===== config.mk =====
export PLATFORM = sky130hd
export DESIGN_NAME = enc42_seq
export DESIGN_NICKNAME = d
export VERILOG_FILES = /design/src/rtl/enc_pkg.sv /design/src/rtl/prio_enc4.sv /design/src/rtl/enc42_seq.sv
export SDC_FILE = /design/constraint.sdc
export NUM_CORES = 1
export LEC_CHECK = 0
export CAP_MARGIN = 5
export CORE_UTILIZATION = 43
export DETAILED_ROUTE_END_ITERATION = 6
export GPL_TIMING_DRIVEN = 0
export PLACE_DENSITY = 0.75
export SYNTH_ARGS = -nofsm -noshare
export SYNTH_HDL_FRONTEND = slang
export SYNTH_SLANG_ARGS = --single-unit
export TNS_END_PERCENT = 5

===== constraint.sdc =====
create_clock -name clk -period 1.3 [get_ports clk]
set_input_delay 0.13 -clock clk [delete_from_list [all_inputs] [get_ports clk]]
set_output_delay 0.13 -clock clk [all_outputs]
set_load 0.05 [all_outputs]

===== src/rtl/enc_pkg.sv =====
// Shared types and constants for the sequential 4:2 priority encoder.
// Holds the controller state type and a single-bit-set helper.
package enc_pkg;
   localparam int REQ_W = 4;
   localparam int IDX_W = 2;

   typedef enum logic {
      IDLE = 1'b0,
      EMIT = 1'b1
   } state_t;

   // True when exactly one bit of v is set.
   function automatic logic is_single(input logic [REQ_W-1:0] v);
      return (v != '0) && ((v & (v - REQ_W'(1))) == '0);
   endfunction
endpackage


===== src/rtl/prio_enc4.sv =====
// Combinational 4-bit priority encoder.
// prio_high=1 picks the highest set bit, prio_high=0 picks the lowest.
module prio_enc4
   import enc_pkg::*;
(
   input  logic [REQ_W-1:0] vec,
   input  logic             prio_high,
   output logic [IDX_W-1:0] idx,
   output logic             any
);
   always_comb begin
      idx = '0;
      any = |vec;
      // The last match in scan order wins.
      if (prio_high) begin
         for (int i = 0; i < REQ_W; i++) begin
            if (vec[i]) idx = IDX_W'(i);
         end
      end else begin
         for (int i = REQ_W - 1; i >= 0; i--) begin
            if (vec[i]) idx = IDX_W'(i);
         end
      end
   end
endmodule


===== src/rtl/enc42_seq.sv =====
// Captures a multi-hot request vector and emits its set-bit indices one per
// handshake, in priority order, over a valid/ready interface.
module enc42_seq
   import enc_pkg::*;
#(
   parameter bit PRIO_HIGH = 1'b1
) (
   input  logic             clk,
   input  logic             rst,
   input  logic [REQ_W-1:0] y,
   input  logic             e,
   input  logic             load,
   output logic [IDX_W-1:0] a,
   output logic             valid,
   input  logic             ready,
   output logic             last,
   output logic             busy,
   output logic             none
);
   state_t             state_reg;
   logic [REQ_W-1:0]   pending_reg;
   logic [IDX_W-1:0]   a_reg;
   logic               valid_reg;
   logic               last_reg;
   logic               busy_reg;
   logic               none_reg;

   logic [REQ_W-1:0]   a_mask;
   logic [REQ_W-1:0]   remain;
   logic [REQ_W-1:0]   enc_in;
   logic [IDX_W-1:0]   enc_idx;
   logic               enc_any;

   genvar gi;
   generate
      for (gi = 0; gi < REQ_W; gi++) begin : g_mask
         assign a_mask[gi] = (a_reg == IDX_W'(gi));
      end
   endgenerate

   // Pending set once the currently presented index has been delivered.
   assign remain = pending_reg & ~a_mask;
   // One encoder serves both capture (from y) and advance (from remain).
   assign enc_in = (state_reg == IDLE) ? y : remain;

   prio_enc4 u_prio (
      .vec       (enc_in),
      .prio_high (PRIO_HIGH),
      .idx       (enc_idx),
      .any       (enc_any)
   );

   always_ff @(posedge clk) begin
      if (rst) begin
         state_reg   <= IDLE;
         pending_reg <= '0;
         a_reg       <= '0;
         valid_reg   <= 1'b0;
         last_reg    <= 1'b0;
         busy_reg    <= 1'b0;
         none_reg    <= 1'b0;
      end else begin
         none_reg <= 1'b0;
         case (state_reg)
            IDLE: begin
               if (load && e) begin
                  if (enc_any) begin
                     pending_reg <= y;
                     a_reg       <= enc_idx;
                     valid_reg   <= 1'b1;
                     last_reg    <= is_single(y);
                     busy_reg    <= 1'b1;
                     state_reg   <= EMIT;
                  end else begin
                     none_reg <= 1'b1;
                  end
               end
            end
            EMIT: begin
               if (valid_reg && ready) begin
                  if (last_reg) begin
                     state_reg   <= IDLE;
                     pending_reg <= '0;
                     valid_reg   <= 1'b0;
                     last_reg    <= 1'b0;
                     busy_reg    <= 1'b0;
                  end else begin
                     pending_reg <= remain;
                     a_reg       <= enc_idx;
                     last_reg    <= is_single(remain);
                  end
               end
            end
            default: state_reg <= IDLE;
         endcase
      end
   end

   assign a     = a_reg;
   assign valid = valid_reg;
   assign last  = last_reg;
   assign busy  = busy_reg;
   assign none  = none_reg;
endmodule


# --- After elaboration in Yosys (flattened, before gate mapping) ---
# Index checks and enable logic that the tools add are counted.
word_totals:
  register_bits: 10
  in_bits: 9
  out_inout_bits: 6
  wordCells: 66
op_classes:
  add_sub_neg: 2
  eq_ne: 8
  n_mux: 30
  bitwise_logic: 6
  n_reduce_logical: 14
op_table:
  columns: ["operator", "n"]
  rows:
  - ["4-bit 2-to-1 mux", 5]
  - ["1-bit 2-to-1 mux", 14]
  - ["4-bit bitwise AND", 3]
  - ["2-bit 2-to-1 mux", 6]
  - ["4-bit zero test", 2]
  - ["4-bit case mux with 2 select lines", 1]
  - ["4-bit AND reduction", 2]
  - ["4-bit nonzero test", 2]
  - ["4-bit by 1-bit subtractor with 4-bit output (second input constant)", 2]
  - ["2-bit by 1-bit != test with 1-bit output (second input constant)", 3]
  - ["1-bit case mux with 2 select lines", 3]
  - ["2-bit equality test (second input constant)", 2]
  - ["1-bit logical AND", 4]
  - ["2-bit != test (second input constant)", 2]
  - ["4-bit NOT", 1]
  - ["2-bit case mux with 2 select lines", 1]
  - ["4-bit OR reduction", 1]
  - ["3-bit AND reduction", 1]
  - ["3-bit OR reduction", 1]
  - ["2-bit by 1-bit equality test with 1-bit output (second input constant)", 1]
  - ["2-bit zero test", 1]
  - ["1-bit NOT", 2]

# --- Logic depth before layout (Yosys ltp) ---
logic_depth:
  word_depth: 10
  ltp_mapped: 5

# --- Hierarchy ---
# Synthesis repeated with hierarchy kept, for this count alone.
unflattened:
  hier_cells: 90
  hier_area_um2: 656.9
by_module_without_submodules:
  columns: ["mod", "n_inst", "cells_each", "area_per_inst_um2"]
  rows:
  - ["enc42_seq", 1, 82, 603.1]
  - ["prio_enc4", 1, 8, 53.8]

# --- Worst setup path before layout ---
# Ideal clock, no wire load.
synth_path:
  path_kind: "register to register"
  startpoint: "register a_reg[1] (netlist: a[1])"
  endpoint: "register last_reg (netlist: last)"
  setup_time_ns: 0.124
  t_arrival_ns: 1.501
  slack_ns: -0.325
  path_stages_with_launch: 6
  path_cell_list: "dfxtp_1 buf_2 nor2b_1 a2111o_1 a21oi_1 o32ai_1"
synth_between:
  elab_chain_len: 10
  elab_cells_between_ends: 18
  classes_between: "1 x add/sub; 4 x eq/ne; 4 x mux; 3 x bitwise; 6 x reduce/logical"
synth_lines:
  columns: ["item", "line_no", "source"]
  rows:
  - ["from (decl)", "enc42_seq.sv:22", "logic [IDX_W-1:0] a_reg;"]
  - ["from (signal assigned)", "enc42_seq.sv:69", "a_reg <= enc_idx;"]
  - ["from (signal assigned)", "enc42_seq.sv:89", "a_reg <= enc_idx;"]
  - ["2-bit by 1-bit equality test with 1-bit output (tied with other cells)", "enc42_seq.sv:37", "assign a_mask[gi] = (a_reg == IDX_W'(gi));"]
  - ["4-bit NOT *", "enc42_seq.sv:42", "assign remain = pending_reg & ~a_mask;"]
  - ["4-bit bitwise AND *", "enc42_seq.sv:42", null]
  - ["4-bit by 1-bit subtractor with 4-bit output", "enc_pkg.sv:14", "return (v != '0) && ((v & (v - REQ_W'(1))) == '0);"]
  - ["4-bit bitwise AND", "enc_pkg.sv:14", null]
  - ["4-bit zero test", "enc_pkg.sv:14", null]
  - ["1-bit logical AND", "enc_pkg.sv:14", null]
  - ["1-bit 2-to-1 mux", "enc42_seq.sv:81", "if (last_reg) begin"]
  - ["1-bit 2-to-1 mux", "enc42_seq.sv:80", "if (valid_reg && ready) begin"]
  - ["1-bit case mux with 2 select lines", "enc42_seq.sv:64", "case (state_reg)"]
  - ["to (signal assigned)", "enc42_seq.sv:71", "last_reg <= is_single(y);"]
  - ["to (signal assigned)", "enc42_seq.sv:90", "last_reg <= is_single(remain);"]
  - ["to (decl)", "enc42_seq.sv:24", "logic last_reg;"]
# Mark *: on every way between the ends. The rest lies on a longest branch, timed or not. The select of a mux whose other input is x is not followed.
# A chain may end at the register's enable or synchronous reset.

# --- Worst setup path after layout ---
# Same ends and word-level chain as after synthesis.

==> out/metrics.cfg <==
[status]
status=finished, violations left
violations=negative setup slack

[route]
drt-initial-drc-count=33
via_per_inst=6.18
finalWirelength_mm=1.64
dr.pass1.iters=4
wire_per_inst_um=14.0
num_vias=723
drc=0
ant_nets=0

[timing]
rsz0062_at_grt=true
period_share_pct=101
fin_hold_ws_ns=0.342
skew_ns=0.00553
worst_pin_slew_ns=0.483
tns_ns=-0.0112
finalSetupViolCount=1
fmax_mhz=763
setup_ws_ns=-0.0112
relSlewSlack_pct=67.9
hold_viol=0
slew_viol_final=0
period_needed_ns=1.31

[synth]
synth_edf_count=0
yosysUniqueCellTypes=37
synthTopCellsByArea=dfxtp_1, a21oi_1, o21ai_0, a211oi_1, nor2_1
syn-mean-instance-area_um2=8.06
synth_area_um2=677
synth-seq-cells=10
syn_nets=93
synth_area_leader_cell=dfxtp_1
synth_top_area_share_pct=29.6
synth_commonest_cells=dfxtp_1, nor2_1, a21oi_1, o21ai_0
synth_flop_cell=dfxtp_1
yosysMostFrequentCell=dfxtp_1
yosysWarningCount=0
async_flop_share_pct=0
ys_seq_area_share_pct=29.6
syn_inst=84

[global_routing]
grt_util_met1_pct=22.5
antenna_found_initial=0
met3_usage_pct=6.52
grt_max_degree=11
grt_pass1_wl_mm=2.50
grt_pass1_vias=592
grt_use_met2_pct=29.1
grtUsageTotal_pct=18.4
overflow=0
busiest_layer=met2

[die]
coreArea_um2=1380
start_util_pct=49.0
fp.dieArea_um2=1740
die_w_um=41.7
die_h_um=41.7
row_count=13
io_pins=15

[final_layout]
drive_gt1_share_pct=26.5
largest_reg_flops=4
nets=112
final_area_um2=937
n_antenna_cell=0
area_delta_synth_final_pct=38.4

[pwr]
power_density_nw_per_um2=922
leakage_nw=0.388
power_switching_mw=0.294
power_mw=0.864
vdd.ir_drop.worst_mv=0.563
p_clk_share_pct=25.9
seq_power_share_pct=41.9
power.share.switching_pct=34.0
power_frac_comb_pct=32.1
cellInternalPower_mw=0.570

[setup_path]
cp_data_arrival_time_ns=1.46
setup.worst_path.start_class=flop
required_ns=1.45
end_kind=flop
critPathMaxFanout=10
critPathKind=reg2reg
rr_worst_depth=5

[clock_network]
htreeDepth=1
cts_buffers=3
cts.clk_slew.worst_paths_ns=0.06
cts_tree=done
root_buffer=clkbuf_4
clock_sinks=10
clockBufferDepth=2
hold_buffers=0
clkLatencyLatePin_ns=0.27

[place]
gp_congestion=0.807
postPlaceCellArea_um2=843
dpl.hpwl_mm=1.11
io_buffers=14

[worst_hold_path]
hp-class=in2reg
whs_path_depth=3

[run]
max_cap_violations=0

[path summary, 6_finish.rpt]
kind,from,to,slack (ns)
max reg2reg,a[1]$_SDFFE_PP0P_,last$_SDFFE_PP0P_,-0.01
min reg2reg,busy$_SDFFE_PP0P_,busy$_SDFFE_PP0P_,0.48
max,a[1]$_SDFFE_PP0P_,last$_SDFFE_PP0P_,-0.01
min,y[0],none$_SDFF_PP0_,0.34
[worst max-delay path, stage by stage (launching register included)]
cell and delay, ns:
dfxtp_4 0.34, buf_4 0.15, nor2b_1 0.07, a2111o_1 0.39, a21oi_2 0.14, o32ai_2 0.10
[cell families (layout without fill, tap and decap cells)]
kind of cell | Yosys count | in the layout | share of synthesized area [%]
DFF | 10 | 10 | 29.6
xor gates and xnor gates | 1 | 1 | 1.29
AOI/OAI and AO/OA | 33 | 33 | 33.3
and+or+nand+nor | 33 | 33 | 30.7
buffers and inverters | 7 | 25 | 5.18
[layout make-up]
class / instances / area [µm²]
inverter: 1 / 3.75
fill: 123 / 445
clock buffer: 4 / 26.3
buffer: 5 / 28.8
sequential: 10 / 211
tap: 15 / 18.8
timing repair buffer: 15 / 151
multi-input combinational: 67 / 497
[placed cells by master, fill, tap and decap left out, drive strengths merged, types with 2 or more instances in the layout]
cell | netlist | layout
dfxtp | 10 | 10
clkbuf | 1 | 5
clkdlybuf4s50 | 0 | 4
dlymetal6s2s | 0 | 4
nor2 | 7 | 7
a31oi | 4 | 4
nand3 | 3 | 3
a211oi | 4 | 4
and3 | 2 | 2
dlygate4sd2 | 0 | 3
nor4 | 2 | 2
buf | 5 | 6
a21boi | 2 | 2
a311oi | 2 | 2
clkdlybuf4s15 | 0 | 2
nand3b | 2 | 2
nor4b | 2 | 2
a21oi | 6 | 6
nand2b | 2 | 2
nand2 | 3 | 3
and2b | 2 | 2
o21ai | 7 | 7
nor2b | 4 | 4
[what timing repair did]
| item | 4_1_cts | 5_1_grt |
|---|---|---|
| gates cloned | 0 | 0 |
| setup endpoints to repair | 10 | 9 |
| setup buffers | 0 | 1 |
| resized for setup | 9 | 19 |
| pin swaps | 1 | 5 |
[per-stage QoR]
stage | std cells | util, % | worst slack [ns]
after global routing | 117 | 67.8 | -0.0666
after global placement | 113 | 61.0 | -0.348
final | 117 | 67.8 | -0.0112
after floorplan | 84 | - | -0.0724
after detailed placement | 113 | 61.0 | -0.341
after CTS | 117 | 62.8 | -0.115
[layer usage]
layer	share of wire (%)	wire, µm
met5	0	0
met4	0.37	6
met3	5.7	94
met2	50	821
met1	44	719
[power groups by stage]
stage	clock [mW]	sequential (mW)	combinational, mW
floorplan	0	0.391	0.146
global placement	0	0.358	0.260
detailed placement	0	0.359	0.264
CTS	0.231	0.352	0.260
global route	0.243	0.367	0.300
finish	0.224	0.362	0.278
Note: power is estimated with default switching activity, not from simulation.
